--- src/rtl/lite16_lsu_pkg.sv ---
// Shared constants and types for the LITE-16 load/store unit.
package lite16_mem_pkg;

  localparam int unsigned ADDR_W = 16;
  localparam int unsigned DATA_W = 16;

  typedef enum logic [2:0] {
    IDLE,
    LOAD,
    WAIT,
    STORE,
    RESP
  } lsu_state_t;

  // Byte lane within a 16-bit word.
  typedef enum logic {
    LANE_LO = 1'b0,
    LANE_HI = 1'b1
  } lane_sel_t;

endpackage

--- src/rtl/lite16_lsu_if.sv ---
// Request/response handshake bundle between the execute stage and the LSU.
interface lite16_lsu_if;
  import lite16_mem_pkg::*;

  logic              req_valid;
  logic              req_ready;
  logic              req_we;
  logic [ADDR_W-1:0] req_addr;
  logic [DATA_W-1:0] req_wdata;
  logic              req_byte;
  logic              req_hi;
  logic              resp_valid;
  logic              resp_ready;
  logic [DATA_W-1:0] resp_rdata;

  // Requester side (execute stage).
  modport master (
    output req_valid, req_we, req_addr, req_wdata, req_byte, req_hi, resp_ready,
    input  req_ready, resp_valid, resp_rdata
  );

  // LSU side.
  modport slave (
    input  req_valid, req_we, req_addr, req_wdata, req_byte, req_hi, resp_ready,
    output req_ready, resp_valid, resp_rdata
  );

endinterface

--- src/rtl/lite16_lsu_byte_lane.sv ---
// Combinational byte extract (zero-extended) and byte merge for sub-word access.
module lite16_lsu_byte_lane
  import lite16_mem_pkg::*;
(
  input  logic [DATA_W-1:0] rdata,
  input  logic [7:0]        wbyte,
  input  lane_sel_t         lane,
  output logic [DATA_W-1:0] extract,
  output logic [DATA_W-1:0] merged
);

  // Select the addressed lane for loads and replace it for stores.
  always_comb begin
    extract = '0;
    merged  = rdata;
    if (lane == LANE_HI) begin
      extract = {8'h00, rdata[15:8]};
      merged  = {wbyte, rdata[7:0]};
    end else begin
      extract = {8'h00, rdata[7:0]};
      merged  = {rdata[15:8], wbyte};
    end
  end

endmodule

--- src/rtl/lite16_lsu.sv ---
// LITE-16 load/store unit: one request at a time, drives the word RAM and
// returns load data or a store completion over a valid/ready response.
// Optional byte access (byte load extract, byte store read-modify-write)
// is enabled by defining LSU_BYTE_ACCESS_EN.
module lite16_lsu
  import lite16_mem_pkg::*;
#(
  parameter int unsigned RD_LATENCY = 1
) (
  input  logic              clk,
  input  logic              rst_n,
  lite16_lsu_if.slave       bus,
  output logic [ADDR_W-1:0] mem_addr,
  output logic [DATA_W-1:0] mem_wdata,
  output logic              mem_store,
  output logic              mem_load,
  input  logic [DATA_W-1:0] mem_rdata
);

  lsu_state_t state;
  logic [1:0] cnt;

`ifdef LSU_BYTE_ACCESS_EN
  logic              lat_we;
  logic              lat_byte;
  lane_sel_t         lat_lane;
  logic [7:0]        lat_wbyte;
  logic [DATA_W-1:0] lane_extract;
  logic [DATA_W-1:0] lane_merged;

  lite16_lsu_byte_lane u_byte_lane (
    .rdata   (mem_rdata),
    .wbyte   (lat_wbyte),
    .lane    (lat_lane),
    .extract (lane_extract),
    .merged  (lane_merged)
  );
`else
  logic unused_byte_pins;
  assign unused_byte_pins = bus.req_byte ^ bus.req_hi;
`endif

  // Main controller; every mem_* and resp_* output is a register set on the
  // transition into the state that owns it, so nothing from req_* leaks
  // combinationally onto the RAM pins. mem_addr doubles as the latched address.
  always_ff @(posedge clk or negedge rst_n) begin
    if (!rst_n) begin
      state          <= IDLE;
      cnt            <= '0;
      bus.req_ready  <= 1'b0;
      bus.resp_valid <= 1'b0;
      bus.resp_rdata <= '0;
      mem_addr       <= '0;
      mem_wdata      <= '0;
      mem_store      <= 1'b0;
      mem_load       <= 1'b0;
`ifdef LSU_BYTE_ACCESS_EN
      lat_we         <= 1'b0;
      lat_byte       <= 1'b0;
      lat_lane       <= LANE_LO;
      lat_wbyte      <= '0;
`endif
    end else begin
      case (state)
        IDLE: begin
          // req_ready rises on the first edge after reset release.
          bus.req_ready <= 1'b1;
          if (bus.req_valid && bus.req_ready) begin
            bus.req_ready <= 1'b0;
            mem_addr      <= bus.req_addr;
            mem_wdata     <= bus.req_wdata;
`ifdef LSU_BYTE_ACCESS_EN
            lat_we    <= bus.req_we;
            lat_byte  <= bus.req_byte;
            lat_lane  <= bus.req_hi ? LANE_HI : LANE_LO;
            lat_wbyte <= bus.req_wdata[7:0];
            if (bus.req_we && !bus.req_byte) begin
              mem_store <= 1'b1;
              state     <= STORE;
            end else begin
              mem_load <= 1'b1;
              state    <= LOAD;
            end
`else
            if (bus.req_we) begin
              mem_store <= 1'b1;
              state     <= STORE;
            end else begin
              mem_load <= 1'b1;
              state    <= LOAD;
            end
`endif
          end
        end

        LOAD: begin
          mem_load <= 1'b0;
          cnt      <= 2'(RD_LATENCY - 1);
          state    <= WAIT;
        end

        WAIT: begin
          if (cnt != '0) begin
            cnt <= cnt - 2'd1;
          end else begin
`ifdef LSU_BYTE_ACCESS_EN
            if (lat_byte && lat_we) begin
              mem_wdata <= lane_merged;
              mem_store <= 1'b1;
              state     <= STORE;
            end else begin
              bus.resp_rdata <= lat_byte ? lane_extract : mem_rdata;
              bus.resp_valid <= 1'b1;
              state          <= RESP;
            end
`else
            bus.resp_rdata <= mem_rdata;
            bus.resp_valid <= 1'b1;
            state          <= RESP;
`endif
          end
        end

        STORE: begin
          mem_store      <= 1'b0;
          bus.resp_rdata <= '0;
          bus.resp_valid <= 1'b1;
          state          <= RESP;
        end

        RESP: begin
          if (bus.resp_ready) begin
            bus.resp_valid <= 1'b0;
            bus.req_ready  <= 1'b1;
            state          <= IDLE;
          end
        end

        default: begin
          state <= IDLE;
        end
      endcase
    end
  end

endmodule

--- src/flat_wrapper.sv ---
// flat-port wrapper written by rule: the top's interface ports become plain ports
module lite16_lsu_flat import lite16_mem_pkg::*;
#(
  parameter int unsigned RD_LATENCY = 1
)
  (clk, rst_n, mem_addr, mem_wdata, mem_store, mem_load, mem_rdata, bus_req_valid, bus_req_we, bus_req_addr, bus_req_wdata, bus_req_byte, bus_req_hi, bus_resp_ready, bus_req_ready, bus_resp_valid, bus_resp_rdata);
  lite16_lsu_if bus_i ();
  input  logic clk;
  input  logic rst_n;
  output logic [ADDR_W-1:0] mem_addr;
  output logic [DATA_W-1:0] mem_wdata;
  output logic mem_store;
  output logic mem_load;
  input  logic [DATA_W-1:0] mem_rdata;
  input wire logic [$bits(bus_i.req_valid)-1:0] bus_req_valid;
  input wire logic [$bits(bus_i.req_we)-1:0] bus_req_we;
  input wire logic [$bits(bus_i.req_addr)-1:0] bus_req_addr;
  input wire logic [$bits(bus_i.req_wdata)-1:0] bus_req_wdata;
  input wire logic [$bits(bus_i.req_byte)-1:0] bus_req_byte;
  input wire logic [$bits(bus_i.req_hi)-1:0] bus_req_hi;
  input wire logic [$bits(bus_i.resp_ready)-1:0] bus_resp_ready;
  output wire logic [$bits(bus_i.req_ready)-1:0] bus_req_ready;
  output wire logic [$bits(bus_i.resp_valid)-1:0] bus_resp_valid;
  output wire logic [$bits(bus_i.resp_rdata)-1:0] bus_resp_rdata;
  assign bus_i.req_valid = bus_req_valid;
  assign bus_i.req_we = bus_req_we;
  assign bus_i.req_addr = bus_req_addr;
  assign bus_i.req_wdata = bus_req_wdata;
  assign bus_i.req_byte = bus_req_byte;
  assign bus_i.req_hi = bus_req_hi;
  assign bus_i.resp_ready = bus_resp_ready;
  assign bus_req_ready = bus_i.req_ready;
  assign bus_resp_valid = bus_i.resp_valid;
  assign bus_resp_rdata = bus_i.resp_rdata;
  lite16_lsu #(.RD_LATENCY(RD_LATENCY)) u_core (.clk(clk), .rst_n(rst_n), .bus(bus_i), .mem_addr(mem_addr), .mem_wdata(mem_wdata), .mem_store(mem_store), .mem_load(mem_load), .mem_rdata(mem_rdata));
endmodule
--- config.mk ---
export PLATFORM = sky130hd
export DESIGN_NAME = lite16_lsu_flat
export DESIGN_NICKNAME = d
export VERILOG_FILES = /design/src/rtl/lite16_lsu_pkg.sv /design/src/rtl/lite16_lsu_if.sv /design/src/rtl/lite16_lsu_byte_lane.sv /design/src/rtl/lite16_lsu.sv /design/src/flat_wrapper.sv
export SDC_FILE = /design/constraint.sdc
export NUM_CORES = 1
export LEC_CHECK = 0
export BUFFER_PORTS_ARGS = -buffer_cell sky130_fd_sc_hd__buf_2
export CORE_AREA = 3 3 74 76
export DETAILED_ROUTE_END_ITERATION = 10
export DIE_AREA = 0 0 77 79
export PLACE_DENSITY = 0.86
export SYNTH_ARGS = -nofsm -noshare
export SYNTH_HDL_FRONTEND = slang
export SYNTH_HIERARCHICAL = 1
export SYNTH_SLANG_ARGS = --single-unit
--- constraint.sdc ---
create_clock -name clk -period 2.4 [get_ports clk]
set_clock_uncertainty 0.1 [all_clocks]
set_input_delay 0.48 -clock clk [delete_from_list [all_inputs] [get_ports clk]]
set_output_delay 0.48 -clock clk [all_outputs]
set_load 0.02 [all_outputs]
# Yosys cells after proc, flatten, opt, wreduce, memory -nomap -nowiden
# Index checks and enable logic that the tools add are counted.
dict set report classes {
  add_sub_neg 1
  mul 0
  n_div 0
  order_cmp 0
  n_eq_ne 10
  shifts 0
  n_mux 21
  bitwise 0
  reduce_logical 17
}
# cell count
set ops {}
lappend ops {{$pmux W16 S2} 1}
lappend ops {{$mux W16} 1}
lappend ops {{$pmux W3 S5} 1}
lappend ops {{$reduce_and A3 Y1} 4}
lappend ops {{$reduce_bool A2 Y1} 6}
lappend ops {{$mux W3} 3}
lappend ops {{$mux W1} 8}
lappend ops {{$ne A2 B2 Y1 const B} 4}
lappend ops {{$reduce_and A2 Y1} 4}
lappend ops {{$eq A3 B2 Y1 const B} 2}
lappend ops {{$pmux W1 S2} 3}
lappend ops {{$mux W2} 2}
lappend ops {{$ne A2 B1 Y1 const B} 2}
lappend ops {{$pmux W2 S2} 1}
lappend ops {{$eq A3 B1 Y1 const B} 1}
lappend ops {{$eq A3 B3 Y1 const B} 1}
lappend ops {{$logic_not A3 Y1} 1}
lappend ops {{$pmux W1 S3} 1}
lappend ops {{$reduce_bool A3 Y1} 1}
lappend ops {{$sub A2 B1 Y2 const B} 1}
lappend ops {{$logic_and A1 B1 Y1} 1}
dict set report totals {
  regBits 57
  latch_bits 0
  ramBits 0
  mem_bits_ro 0
  elab_cells 58
  memories 0
}

# Depth between registers and ports, before layout
# Gate-level depths: netlist (run 1).
dict set report depth {
  depth_word 3
  depth_mapped 6
  ltp_nobuf 5
}

# Least setup slack after synthesis (run 1)
# Ideal clock, no wire load.
dict set report synth_path {
  path_type {reg-to-reg}
  startpoint {register u_core.state[0]}
  endpoint {register u_core.mem_addr[10]}
  setup_ns 0.125
  arrival_ns 1.531
  required_ns 2.175
  slack_ns 0.644
  path_stages_with_launch 6
  path_cell_list {dfrtp_1 -> buf_2 -> or2_1 -> nor3_4 -> buf_6 -> mux2_2}
}
dict set report synth_via {
  elab_chain_len 2
}
# item line_no
set synth_lines {}
lappend synth_lines {{start: declaration} lite16_lsu.sv:20} ;# lsu_state_t state;
lappend synth_lines {{start signal: assignment} lite16_lsu.sv:48} ;# state <= IDLE;
lappend synth_lines {{start signal: assignment} lite16_lsu.sv:87} ;# state <= STORE;
lappend synth_lines {{start signal: assignment} lite16_lsu.sv:90} ;# state <= LOAD;
lappend synth_lines {{$logic_not A3 Y1} lite16_lsu.sv:64} ;# case (state)
lappend synth_lines {{$reduce_and A2 Y1 (no source line)} --}
lappend synth_lines {{end signal: assignment} lite16_lsu.sv:70} ;# mem_addr <= bus.req_addr;
lappend synth_lines {{end: declaration} lite16_lsu.sv:13} ;# output logic [ADDR_W-1:0] mem_addr,
# Every way passes these cells.
# A chain may end at the register's enable or synchronous reset.

# Final worst setup path (run 1)
dict set report layout_path {
  startpoint {register u_core.state[1]}
  endpoint {register u_core.mem_wdata[0]}
}
dict set report layout_via {
  elab_chain_len 2
}
# item line_no
set layout_lines {}
lappend layout_lines {{$logic_not A3 Y1} lite16_lsu.sv:64}
lappend layout_lines {{$reduce_and A2 Y1 (no source line)} --}
lappend layout_lines {{end signal: assignment} lite16_lsu.sv:71} ;# mem_wdata <= bus.req_wdata;
lappend layout_lines {{end: declaration} lite16_lsu.sv:14} ;# output logic [DATA_W-1:0] mem_wdata,
# Every way passes these cells.

==> results of run 1 <==
## flip-flops by register name (all words and copies together) (netlist names)
register,count
u_core/mem_wdata,16
u_core/mem_load,1
u_core/state,3
u_core/cnt,2
u_core/mem_store,1
u_core/bus.req_ready,1
u_core/bus.resp_rdata,16
u_core/mem_addr,16
u_core/bus.resp_valid,1
## kinds of logic after synthesis
family	Yosys count	synth area share
AO/OA/AOI/OAI	29	0.106
AND/OR/NAND/NOR	15	0.0412
multiplexers	32	0.165
buffers and inverters	10	0.0292
flip-flops	57	0.653
adder cells (fa/ha/maj)	1	0.00572
## cells in the final DEF, fill, tap and decap left out, drive strengths merged, types with 3 or more instances in the layout
cell type	n
inv	3
a2bb2oi	3
a22o	17
nor2	5
mux2	32
o21ai	3
clkbuf	12
dfrtp	57
buf	107
## metrics by stage
step | power [mW] | util
5_1_grt | 4.51 | 0.611
3_3_place_gp | 3.49 | 0.579
4_1_cts | 4.29 | 0.611
2_1_floorplan | 2.91 | -
3_5_place_dp | 3.56 | 0.579
6_report | 4.22 | 0.611
## area by class of cell
| type | instances | area (um2) |
|---|---|---|
| Tap cell | 67 | 83.8 |
| Multi-Input combinational cell | 77 | 696 |
| Fill cell | 392 | 1860 |
| Timing Repair Buffer | 107 | 556 |
| Clock inverter | 1 | 5.00 |
| Clock buffer | 12 | 145 |
| Inverter | 3 | 11.3 |
| Sequential cell | 57 | 1430 |
## layer usage
metal | global-route usage | part of all wire | routed length (um) | vias up
met2 | 0.250 | 0.47 | 2120 | 77
met5 | 0 | 0 | 0 | -
li1 | - | - | - | 745
met3 | 0.0465 | 0.078 | 353 | 13
met4 | 0.105 | 0.026 | 119 | 0
met1 | 0.206 | 0.43 | 1920 | 756
## worst max-delay path, cell delays in order (launching register included)
cell	delay, ps
dfrtp_1	450
or2_1	300
nor3_4	160
buf_12	230
mux2_2	360
## where the power goes
| part | total [mW] | internal (mW) | switching (mW) |
|---|---|---|---|
| sequential | 1.65 | 1.42 | 0.238 |
| combinational | 1.87 | 0.778 | 1.09 |
| clock | 0.697 | 0.384 | 0.313 |
## worst max path at each step
stage	end	cells past startpoint	startpoint
after global placement	u_core/mem_wdata[1]$_DFFE_PN0P_	4	u_core/state[1]$_DFFE_PN0P_
after CTS	u_core/mem_wdata[0]$_DFFE_PN0P_	4	u_core/state[1]$_DFFE_PN0P_
final	u_core/mem_wdata[0]$_DFFE_PN0P_	4	u_core/state[1]$_DFFE_PN0P_
after detailed placement	u_core/mem_wdata[0]$_DFFE_PN0P_	4	u_core/state[1]$_DFFE_PN0P_
after floorplan	u_core/mem_addr[10]$_DFFE_PN0P_	5	u_core/state[0]$_DFFE_PN0P_
after global routing	u_core/bus.resp_rdata[5]$_DFFE_PN0P_	3	u_core/state[1]$_DFFE_PN0P_
==> flow_metrics.py, run 1 <==
metrics = {
    "status": {
        "outcome": "complete, no violations",
    },
    "logic_synthesis": {
        "synth_area_leaders": "dfrtp_1 65%, mux2_1 10%, a22o_1 6.8%",
        "synth_commonest_cells": "57 x dfrtp_1, 20 x mux2_1, 17 x a22o_1",
        "netlist.area_leader.share": 0.653,
        "syn_inst": 144,
        "syn-num-nets": 200,
        "synthArstFlopShare": 1.00,
        "synth_area_um2": 2190,
        "synth_most_common_cell": "dfrtp_1",
        "seq_area_frac_synth": 0.653,
        "synth_top_cell_by_area": "dfrtp_1",
        "synth_seq_cells": 57,
        "syn_area_per_cell_um2": 15.2,
        "synth_edf_count": 0,
        "ys_warn_count": 6,
        "ys_types": 26,
        "ys.flop_type": "dfrtp_1",
    },
    "pwr": {
        "p_leak_nw": 1.48,
        "powerDensity_nw_per_um2": 1440,
        "ir_drop_uv": 717,
    },
    "setup_path": {
        "reg2reg_from": "u_core/state[1]$_DFFE_PN0P_",
        "r2r-end": "u_core/mem_wdata[0]$_DFFE_PN0P_",
        "start_kind": "register",
        "reg2regPathDepth": 4,
        "reg2reg_slack_ps": 660,
        "required_ps": 2490,
        "worstPathArrival_ps": 1840,
        "cp_max_fo": 35,
        "cp-end-kind": "register",
        "path_class": "reg2reg",
    },
    "clock_tree": {
        "cts_resized": 0,
        "htreeDepth": 3,
        "cts_tree": "done",
        "cts_sinks": 57,
        "ctsHoldBuffers": 0,
        "cts_setup_buffers": 0,
        "cts_root_buf": "clkbuf_8",
        "clk_pin_slew_ps": 60,
        "ctsLongestPathBuffers": 2,
        "clk-insertion-delay-late_ps": 310,
        "numCtsBuffers": 9,
    },
    "detailed_routing": {
        "drc": 0,
        "dr.pass1.iters": 4,
        "ant_nets": 0,
        "drt_wl_total_mm": 4.52,
        "post_drt_wl_per_cell_um": 13.9,
        "via_count": 1591,
        "drt_iter0_drc": 54,
        "vias_per_cell": 4.91,
    },
    "finish": {
        "area_delta_synth_final_pct": 33.7,
        "antenna_cells": 0,
        "fin_area_um2": 2920,
        "nNetsFinal": 311,
        "fin_cells": 324,
        "drive_gt1_frac": 0.514,
    },
    "global_route": {
        "antenna_found_initial": 0,
        "grt_pass1_vias": 1687,
        "grt_max_degree": 58,
        "grt_use_total": 0.164,
        "grt_overflow": 0,
        "grt_pass1_wl_mm": 7.71,
    },
    "sta": {
        "drv_slew": 0,
        "setup_violations": 0,
        "setup_ws_ps": 657,
        "fin_crit_sh": 0.726,
        "max-slew-margin-rel": 0.540,
        "hold_violations": 0,
        "worstMarginPinSlew_ps": 691,
        "setup_tns_ps": 0,
        "layout_min_cycle_time_ps": 1740,
        "rsz0062_at_grt": "false",
        "max_freq_ghz": 0.574,
        "hold_ws_ps": 189,
    },
    "placed_design": {
        "place_inst": 311,
        "place_area_um2": 2770,
        "io_buffers": 104,
        "dpl.hpwl_mm": 3.22,
        "gp_congestion": 0.735,
        "place_ws_ps": 654,
    },
    "run": {
        "cap_violations": 0,
    },
    "floorplan": {
        "io_pins": 107,
        "start_util": 0.457,
        "dieArea_um2": 6080,
        "core_area_um2": 4790,
        "die_h_um": 79,
        "die_w_um": 77,
        "core.rowCount": 25,
    },
    "worst_hold_path": {
        "min_path_type": "in2async",
    },
}
(Power assumes the default switching activity.)
==> run 2: changes to the inputs <==
clock period = 1.7 ns   (was 2.4 ns; I/O delays follow)
==> run 2 against run 1 <==
Against the previous run: largest cell class unchanged; via count up 0.88%; setup slack got worse by 570 ps; critical path depth unchanged; critical path type unchanged.
==> flow_metrics.py, run 2 (same netlist as run 1, synthesis figures left out) <==
metrics = {
    "placed_design": {
        "gp_congestion": 0.793,
        "io_buffers": 104,
        "dpl.hpwl_mm": 3.39,
        "place_area_um2": 2810,
    },
    "setup_path": {
        "path_class": "reg2reg",
        "required_ps": 1790,
        "cp_max_fo": 35,
        "worstPathArrival_ps": 1700,
        "cp_slowest_cell": "dfrtp_1",
        "max_stage_delay_ps": 380,
        "cp-end-kind": "register",
        "r2r-end": "u_core/mem_wdata[10]$_DFFE_PN0P_",
        "reg2regPathDepth": 4,
        "path_cells": "or2_4 > nor3_4 > buf_12 > mux2_1",
        "crit_family": "simple AND/OR/NAND/NOR gates",
        "reg2reg_slack_ps": 90,
        "reg2reg_from": "u_core/state[1]$_DFFE_PN0P_",
        "start_kind": "register",
        "cp.buffers_inverters": 1,
    },
    "sta": {
        "setup_violations": 0,
        "rsz0062_at_grt": "true",
        "fin_crit_sh": 0.949,
        "max_freq_ghz": 0.620,
        "layout_min_cycle_time_ps": 1610,
        "hold_violations": 0,
        "max-slew-margin-rel": 0.803,
        "worstMarginPinSlew_ps": 295,
        "drv_slew": 0,
    },
    "finish": {
        "utilization": 0.626,
        "final_common_cell": "buf_2",
        "reg.largest.list": "u_core/bus.resp_rdata: 16 flops, u_core/mem_addr: 16 flops, u_core/mem_wdata: 16 flops",
        "fin_area_um2": 3000,
        "area_delta_synth_final_pct": 37.0,
        "antenna_cells": 0,
        "drive_gt1_frac": 0.530,
        "nNetsFinal": 315,
        "final_cell_mix": "104 x buf_2, 57 x dfrtp_1, 20 x mux2_1",
    },
    "floorplan": {
        "dieArea_um2": 6080,
        "die_w_um": 77,
        "die_h_um": 79,
        "core.rowCount": 25,
        "start_util": 0.457,
        "core_area_um2": 4790,
        "io_pins": 107,
    },
    "clock_tree": {
        "clk_pin_slew_ps": 60,
        "htreeDepth": 3,
        "numCtsBuffers": 9,
        "ctsLongestPathBuffers": 2,
        "cts_sinks": 57,
        "clk-insertion-delay-late_ps": 320,
        "cts_tree": "done",
        "cts_root_buf": "clkbuf_8",
    },
    "global_route": {
        "grt_pass1_vias": 1646,
        "antenna_found_initial": 0,
        "grt_max_degree": 58,
        "grt_overflow": 0,
        "grt_use_total": 0.161,
        "grt_pass1_wl_mm": 7.55,
    },
    "detailed_routing": {
        "drt_iter0_drc": 31,
        "vias_per_cell": 4.85,
        "ant_nets": 0,
        "drc": 0,
        "post_drt_wl_per_cell_um": 13.6,
        "drt_wl_total_mm": 4.49,
        "dr.pass1.iters": 4,
        "via_count": 1605,
    },
    "pwr": {
        "powerDensity_nw_per_um2": 2030,
        "p_leak_nw": 1.52,
        "power_mw": 6.09,
        "ir_drop_uv": 1160,
    },
    "worst_hold_path": {
        "min_path_type": "in2reg",
        "min_to": "u_core/bus.resp_rdata[6]$_DFFE_PN0P_",
        "worstHoldPathCells": 2,
        "hp-start": "mem_rdata[6]",
    },
    "run": {
        "cap_violations": 0,
    },
    "status": {
        "outcome": "complete, no violations",
    },
}
[run 2: area by class of cell]
cell class	instances	area, um2
Fill cell	405	1790
Sequential cell	57	1430
Multi-Input combinational cell	77	699
Timing Repair Buffer	111	601
Clock buffer	13	159
Tap cell	67	83.8
Clock inverter	3	15.0
Inverter	3	11.3
[run 2: layer usage]
metal | GRT usage | share of wire
met1 | 0.187 | 0.40
met2 | 0.276 | 0.52
met4 | 0.0961 | 0.019
met3 | 0.0351 | 0.060
met5 | 0 | 0
[run 2: worst max path at each step]
stage	startpoint	endpoint	slack, ps	depth (start not counted)
2_1_floorplan	u_core/state[0]$_DFFE_PN0P_	u_core/mem_addr[10]$_DFFE_PN0P_	-30	5
3_3_place_gp	u_core/state[1]$_DFFE_PN0P_	u_core/bus.resp_rdata[3]$_DFFE_PN0P_	100	4
3_5_place_dp	u_core/state[1]$_DFFE_PN0P_	u_core/bus.resp_rdata[8]$_DFFE_PN0P_	40	4
4_1_cts	u_core/state[1]$_DFFE_PN0P_	u_core/bus.resp_rdata[8]$_DFFE_PN0P_	30	4
5_1_grt	u_core/state[1]$_DFFE_PN0P_	u_core/mem_wdata[8]$_DFFE_PN0P_	-2	4
6_report	u_core/state[1]$_DFFE_PN0P_	u_core/mem_wdata[10]$_DFFE_PN0P_	90	4
[run 2: power breakdown]
| part | switching (mW) | internal (mW) |
|---|---|---|
| Sequential | 0.318 | 2.00 |
| Combinational | 1.55 | 1.15 |
| Clock | 0.469 | 0.601 |
| Total | 2.34 | 3.75 |
[run 2: metrics by stage]
stage | setup slack [ps] | instances | hold slack [ps] | setup TNS [ps]
finish | 87.0 | 331 | 133 | 0
global route | -2.42 | 331 | 124 | -4.56
CTS | 28.1 | 331 | 116 | 0
detailed placement | 38.5 | 314 | 264 | 0
global placement | 96.6 | 314 | 260 | 0
floorplan | -32.8 | 144 | -55.6 | -844
[run 2: timing repair]
action,CTS,global route
setup endpoints to repair,0,18
buffers inserted,0,0
resized for setup,0,1
hold endpoints to repair,57,0
hold buffers,1,0
